## config.mk

```make
export PLATFORM = sky130hd
export DESIGN_NAME = ice_risc_mem_arbiter
export DESIGN_NICKNAME = d
export VERILOG_FILES = /design/src/rtl/ice_risc_mem_pkg.sv /design/src/rtl/ice_risc_mem_grant.sv /design/src/rtl/ice_risc_mem_arbiter.sv
export SDC_FILE = /design/constraint.sdc
export NUM_CORES = 1
export LEC_CHECK = 0
export ABC_AREA = 1
export BUFFER_PORTS_ARGS = -buffer_cell sky130_fd_sc_hd__buf_2
export CORE_ASPECT_RATIO = 0.9
export CORE_MARGIN = 4
export CORE_UTILIZATION = 45
export DETAILED_ROUTE_END_ITERATION = 7
export PLACE_DENSITY = 0.87
export SETUP_SLACK_MARGIN = 0.2
export SLEW_MARGIN = 20
export SYNTH_ARGS = -nofsm -noshare
export SYNTH_HDL_FRONTEND = slang
export SYNTH_SLANG_ARGS = --single-unit
```

## constraint.sdc

```tcl
create_clock -name wClk -period 2.5 [get_ports wClk]
set_clock_uncertainty 0.2 [all_clocks]
set_input_delay 0.375 -clock wClk [delete_from_list [all_inputs] [get_ports wClk]]
set_output_delay 0.375 -clock wClk [all_outputs]
set_load 0.02 [all_outputs]
```

## src/rtl/ice_risc_mem_pkg.sv

```systemverilog
// Shared encodings and default widths for the ice_risc instruction/data memory arbiter.
package ice_risc_mem_pkg;

  localparam int DEF_ADDR_W     = 32;
  localparam int DEF_DATA_W     = 32;
  localparam int DEF_MEM_LAT    = 1;
  localparam int DEF_STARVE_MAX = 4;

  // Latency counter must cover MEM_LAT-1 for MEM_LAT up to 7.
  localparam int LAT_W = 3;

  localparam logic ST_IDLE_ENC = 1'b0;
  localparam logic ST_WAIT_ENC = 1'b1;

  typedef enum logic {
    ST_IDLE = ST_IDLE_ENC,
    ST_WAIT = ST_WAIT_ENC
  } state_e;

  typedef enum logic {
    OWN_I = 1'b0,
    OWN_D = 1'b1
  } owner_e;

  function automatic int starve_width(input int max_val);
    return (max_val < 1) ? 1 : $clog2(max_val + 1);
  endfunction

endpackage

```

## src/rtl/ice_risc_mem_grant.sv

```systemverilog
// Fetch/data grant selection with a saturating starvation counter that lets a waiting fetch win.
module ice_risc_mem_grant
  import ice_risc_mem_pkg::*;
#(
  parameter int STARVE_MAX = DEF_STARVE_MAX,
  parameter int STARVE_W   = starve_width(STARVE_MAX)
) (
  input  logic clk,
  input  logic rst_n,
  input  logic en,
  input  logic i_valid,
  input  logic d_valid,
  output logic gnt_fetch,
  output logic gnt_data
);

  localparam logic [STARVE_W-1:0] STARVE_LIM = STARVE_W'(STARVE_MAX);

  logic [STARVE_W-1:0] starve_q;
  logic [STARVE_W-1:0] starve_d;
  logic                starve_hit;

  assign starve_hit = (starve_q == STARVE_LIM);

  // Grant decision and starvation counter update
  always_comb begin
    gnt_fetch = 1'b0;
    gnt_data  = 1'b0;
    starve_d  = starve_q;
    if (en) begin
      if (d_valid && !(i_valid && starve_hit)) begin
        gnt_data = 1'b1;
      end else if (i_valid) begin
        gnt_fetch = 1'b1;
      end else begin
        gnt_fetch = 1'b0;
      end
    end else begin
      gnt_data = 1'b0;
    end
    if (gnt_fetch) begin
      starve_d = '0;
    end else if (gnt_data && i_valid && !starve_hit) begin
      starve_d = starve_q + STARVE_W'(1);
    end else begin
      starve_d = starve_q;
    end
  end

  // Starvation counter register
  always_ff @(posedge clk) begin
    if (!rst_n) begin
      starve_q <= '0;
    end else begin
      starve_q <= starve_d;
    end
  end

endmodule

```

## src/rtl/ice_risc_mem_arbiter.sv

```systemverilog
// Shares one single-port memory between the fetch and load/store ports, one access in flight at a time.
module ice_risc_mem_arbiter
  import ice_risc_mem_pkg::*;
#(
  parameter int ADDR_W     = DEF_ADDR_W,
  parameter int DATA_W     = DEF_DATA_W,
  parameter int MEM_LAT    = DEF_MEM_LAT,
  parameter int STARVE_MAX = DEF_STARVE_MAX
) (
  input  logic                wClk,
  input  logic                wnRst,
  input  logic                wIReqValid,
  input  logic [ADDR_W-1:0]   wIReqAddr,
  output logic                wIReqReady,
  output logic                wIRespValid,
  output logic [DATA_W-1:0]   wIRespData,
  input  logic                wDReqValid,
  input  logic                wDReqWe,
  input  logic [ADDR_W-1:0]   wDReqAddr,
  input  logic [DATA_W-1:0]   wDReqWdata,
  input  logic [DATA_W/8-1:0] wDReqWstrb,
  output logic                wDReqReady,
  output logic                wDRespValid,
  output logic [DATA_W-1:0]   wDRespData,
  output logic                wMemEn,
  output logic                wMemWe,
  output logic [ADDR_W-1:0]   wMemAddr,
  output logic [DATA_W-1:0]   wMemWdata,
  output logic [DATA_W/8-1:0] wMemWstrb,
  input  logic [DATA_W-1:0]   wMemRdata
);

  localparam int STRB_W = DATA_W / 8;
  localparam logic [LAT_W-1:0] LAT_INIT = LAT_W'(MEM_LAT - 1);

  state_e              state_q, state_d;
  logic [LAT_W-1:0]    lat_q, lat_d;
  owner_e              owner_q, owner_d;
  logic                we_q, we_d;
  logic                i_resp_valid_q, i_resp_valid_d;
  logic                d_resp_valid_q, d_resp_valid_d;
  logic [DATA_W-1:0]   i_resp_data_q, i_resp_data_d;
  logic [DATA_W-1:0]   d_resp_data_q, d_resp_data_d;
  logic                bus_we_q, bus_we_d;
  logic [ADDR_W-1:0]   bus_addr_q, bus_addr_d;
  logic [DATA_W-1:0]   bus_wdata_q, bus_wdata_d;
  logic [STRB_W-1:0]   bus_wstrb_q, bus_wstrb_d;
  logic                grant_en;
  logic                gnt_fetch;
  logic                gnt_data;

  // Reset gates the grant so nothing is accepted while wnRst is low.
  assign grant_en = (state_q == ST_IDLE) && wnRst;

  ice_risc_mem_grant #(
    .STARVE_MAX (STARVE_MAX)
  ) u_grant (
    .clk       (wClk),
    .rst_n     (wnRst),
    .en        (grant_en),
    .i_valid   (wIReqValid),
    .d_valid   (wDReqValid),
    .gnt_fetch (gnt_fetch),
    .gnt_data  (gnt_data)
  );

  assign wIReqReady  = gnt_fetch;
  assign wDReqReady  = gnt_data;
  assign wMemEn      = gnt_fetch | gnt_data;
  assign wMemWe      = bus_we_d;
  assign wMemAddr    = bus_addr_d;
  assign wMemWdata   = bus_wdata_d;
  assign wMemWstrb   = bus_wstrb_d;
  assign wIRespValid = i_resp_valid_q;
  assign wIRespData  = i_resp_data_q;
  assign wDRespValid = d_resp_valid_q;
  assign wDRespData  = d_resp_data_q;

  // FSM next state, latency countdown, response capture and memory payload mux
  always_comb begin
    state_d        = state_q;
    lat_d          = lat_q;
    owner_d        = owner_q;
    we_d           = we_q;
    i_resp_valid_d = 1'b0;
    d_resp_valid_d = 1'b0;
    i_resp_data_d  = '0;
    d_resp_data_d  = '0;
    bus_we_d       = bus_we_q;
    bus_addr_d     = bus_addr_q;
    bus_wdata_d    = bus_wdata_q;
    bus_wstrb_d    = bus_wstrb_q;
    case (state_q)
      ST_IDLE: begin
        if (gnt_data) begin
          state_d     = ST_WAIT;
          lat_d       = LAT_INIT;
          owner_d     = OWN_D;
          we_d        = wDReqWe;
          bus_we_d    = wDReqWe;
          bus_addr_d  = wDReqAddr;
          bus_wdata_d = wDReqWdata;
          bus_wstrb_d = wDReqWe ? wDReqWstrb : '0;
        end else if (gnt_fetch) begin
          state_d     = ST_WAIT;
          lat_d       = LAT_INIT;
          owner_d     = OWN_I;
          we_d        = 1'b0;
          bus_we_d    = 1'b0;
          bus_addr_d  = wIReqAddr;
          bus_wstrb_d = '0;
        end else begin
          state_d = ST_IDLE;
        end
      end
      ST_WAIT: begin
        if (lat_q == '0) begin
          state_d = ST_IDLE;
          if (owner_q == OWN_I) begin
            i_resp_valid_d = 1'b1;
            i_resp_data_d  = wMemRdata;
          end else begin
            d_resp_valid_d = 1'b1;
            d_resp_data_d  = we_q ? '0 : wMemRdata;
          end
        end else begin
          lat_d = lat_q - LAT_W'(1);
        end
      end
      default: begin
        state_d = ST_IDLE;
        lat_d   = '0;
      end
    endcase
  end

  // State, response and held memory-bus registers
  always_ff @(posedge wClk) begin
    if (!wnRst) begin
      state_q        <= ST_IDLE;
      lat_q          <= '0;
      owner_q        <= OWN_I;
      we_q           <= 1'b0;
      i_resp_valid_q <= 1'b0;
      d_resp_valid_q <= 1'b0;
      i_resp_data_q  <= '0;
      d_resp_data_q  <= '0;
      bus_we_q       <= 1'b0;
      bus_addr_q     <= '0;
      bus_wdata_q    <= '0;
      bus_wstrb_q    <= '0;
    end else begin
      state_q        <= state_d;
      lat_q          <= lat_d;
      owner_q        <= owner_d;
      we_q           <= we_d;
      i_resp_valid_q <= i_resp_valid_d;
      d_resp_valid_q <= d_resp_valid_d;
      i_resp_data_q  <= i_resp_data_d;
      d_resp_data_q  <= d_resp_data_d;
      bus_we_q       <= bus_we_d;
      bus_addr_q     <= bus_addr_d;
      bus_wdata_q    <= bus_wdata_d;
      bus_wstrb_q    <= bus_wstrb_d;
    end
  end

endmodule

```

==> run_results.csv <==
group,metric,value,unit
outcome,run_status,"finished with violations",
outcome,violations,"design-rule violations, negative setup slack",
yosys,synth.area.top_cells,"dfxtp_1 (52%), inv_1 (11%), nand2_1 (9.8%)",
setup_path,required,1920,ps
clock_network,cts_sinks,144,
clock_network,clk_pin_slew,60,ps
yosys,synthArstFlopShare,0,%
yosys,yosys_most_used_dff,"dfxtp_1",
floorplanning,die-area,14200,µm²
worst_hold_path,hold_path.class,"primary input to flop",
power_and_ir_drop,pwr_density_cell,699,nW/µm²
yosys,ys_warn_count,0,
sta,finalSetupViolCount,33,
global_routing,overflow,0,
detailed_routing,wire_per_inst,18.6,µm
detailed_routing,initialDrtViolationCount,669,
power_and_ir_drop,power,6.73,mW
yosys,synthCells,762,
sta,period_share,106,%
clock_network,numCtsBuffers,17,
placement,io_buffers,274,
global_routing,grt_pass1_vias,6557,
yosys,synth_cell_type_count,23,
clock_network,root_buffer,"clkbuf_16",
sta,setup_ws,-160,ps
yosys,yosysTopAreaCell,"dfxtp_1",
setup_path,worst_ep_arrival_time,2090,ps
global_routing,grt_max_degree,74,
detailed_routing,dr_total_vias,6924,
sta,slew_viol_final,0,
setup_path,worstPathMaxFanout,6,
placement,place.gp.congestion,0.828,
clock_network,ctsLongestPathBuffers,2,
floorplanning,die_w,125,µm
final_layout,area_growth,73.0,%
yosys,syn_area_per_cell,7.29,µm²
yosys,synth_edf_count,0,
floorplanning,start_util,46.0,%
sta,grt_setup_unrepaired,"yes",
run,cap_violations,0,
setup_path,crit_path_end_kind,"output pin",
sta,finalHoldViolations,0,
global_routing,grt_pass1_wl,33400,µm
yosys,yosys_register_bits,144,
floorplanning,core,12100,µm²
clock_network,cts_tree,"built",
yosys,yosysMostFrequentCell,"inv_1",
floorplanning,rows,38,
detailed_routing,first_pass_iters,8,
floorplanning,num_io_pins,275,
yosys,synth_nets,903,
yosys,synth_common_cells,"inv_1 (159), nand2_1 (145), dfxtp_1 (144), nor2_1 (116), nand3_1 (67)",
yosys,yosys.area.top_type_share,51.9,%
setup_path,reg2reg_setup_slack,-150,ps
final_layout,drive_gt1_share,45.7,%
global_routing,globalRouteTotalUtil,29.7,%
yosys,ys_seq_area_share,51.9,%
detailed_routing,wirelength,24700,µm
final_layout,finalNetCount,1301,
clock_network,htreeDepth,4,
power_and_ir_drop,ir_drop,0.732,mV
yosys,syn_area,5560,µm²
sta,tightest_slew,910,ps
detailed_routing,viasPerCell,5.19,
placement,place_hpwl,11300,µm
sta,relSlewSlack,39.3,%
power_and_ir_drop,p_leak,5.40,nW
sta,fin_crit,2660,ps
detailed_routing,drc,6,
sta,whs,4.54,ps
sta,max_freq,376,MHz
floorplanning,chipHeight,113,µm
setup_path,startpoint_type,"flop",
global_routing,antenna_found_initial,2,
clock_network,worstSkewPairLatency,420,ps
setup_path,critPathKind,"flop to output pin",
detailed_routing,final_antenna_net_count,0,
layer usage:
layer / share of wire [%] / wire length (µm) / vias to the layer above / global-route usage (%)
li1: - / - / 3063 / -
met1: 33 / 8230 / 3086 / 32.5
met2: 47 / 11600 / 577 / 49.9
met3: 12 / 2870 / 196 / 9.64
met4: 8.1 / 2010 / 2 / 19.4
met5: 0.048 / 12 / - / 0
state kept, by name, summed over array words and instances (netlist names):
register and cells:
u_grant.starve_q 3, state_q 1, wDRespData 32, bus_wstrb_q 4, wIRespValid 1, bus_addr_q 32
owner_q 1, lat_q 3, wDRespValid 1, we_q 1, wIRespData 32, bus_we_q 1
bus_wdata_q 32
cells in the final DEF (no fill, tap or decap), types with 17 or more instances in the layout:
cell type        n
buf_4          104
clkbuf_16       22
dfxtp_1        141
nand2_2         31
buf_2          233
o21ai_2         17
nand3_1         48
nor2_1         107
dlygate4sd3_1   23
nand2_1        113
a21oi_1         27
inv_1          147
buf_6           32
through the flow:
stage | cells | setup TNS, ps | instance area, µm² | worst slack (ps) | utilization (%)
after floorplan | 762 | 0 | 5560 | 452 | -
after global placement | 1173 | 0 | 7090 | 254 | 58.7
after detailed placement | 1173 | 0 | 7090 | 199 | 58.7
after CTS | 1314 | 0 | 8950 | 54.3 | 74.1
after global routing | 1334 | -5850 | 9620 | -400 | 79.6
final | 1334 | -1720 | 9620 | -160 | 79.6
final timing paths:
kind	startpoint	to	cells after the start
setup / recovery	u_grant.starve_q[0]$_SDFFE_PP0P_	wMemAddr[9]	11
hold / removal	wMemRdata[15]	wDRespData[15]$_SDFF_PP0_	3
setup reg to reg	u_grant.starve_q[0]$_SDFFE_PP0P_	bus_addr_q[7]$_SDFF_PN0_	15
hold reg to reg	owner_q$_SDFFE_PN0P_	wIRespValid$_SDFF_PN0_	1
power breakdown:
part / internal, mW / leakage, nW / total (mW) / switching (mW)
Combinational: 0.717 / 3.92 / 1.60 / 0.887
Clock: 1.60 / 0.303 / 2.68 / 1.08
Sequential: 2.40 / 1.18 / 2.44 / 0.0385
Total: 4.72 / 5.40 / 6.73 / 2.00
cells by family after synthesis:
kind of cell | after synthesis | share of synthesized area [%]
AND/OR/NAND/NOR | 357 | 27.4
buffers and inverters | 196 | 14.2
flip-flops | 144 | 51.9
AO/OA/AOI/OAI | 60 | 5.40
adder cells (fa/ha/maj) | 4 | 0.901
XOR/XNOR | 1 | 0.158
layout make-up:
| cell class | instances | area (µm²) |
|---|---|---|
| tap | 160 | 200 |
| clock buffer | 17 | 425 |
| clock inverter | 15 | 200 |
| timing repair buffer | 412 | 2990 |
| inverter | 160 | 603 |
| sequential | 144 | 2890 |
| fill | 680 | 2460 |
| antenna | 1 | 2.50 |
| multi-input combinational | 425 | 2300 |
repair_timing:
item / in CTS / in global routing
setup buffers: 80 / 11
resized for setup: 85 / 151
hold endpoints to repair: 38 / 0
endpoints found under the setup margin: 70 / 82
pin swaps: 16 / 25
hold buffers: 23 / 0
gates cloned: 6 / 8
critical path, stage by stage, from the launching register on:
cell and delay (ps):
dfxtp_2 330, inv_2 80, ha_4 150, nand2_2 80
nand2_4 110, nand3_4 150, buf_12 190, nand2_1 80
nand3_1 120, nand2_2 130, inv_1 80, buf_4 170
(Power assumes the default switching activity.)
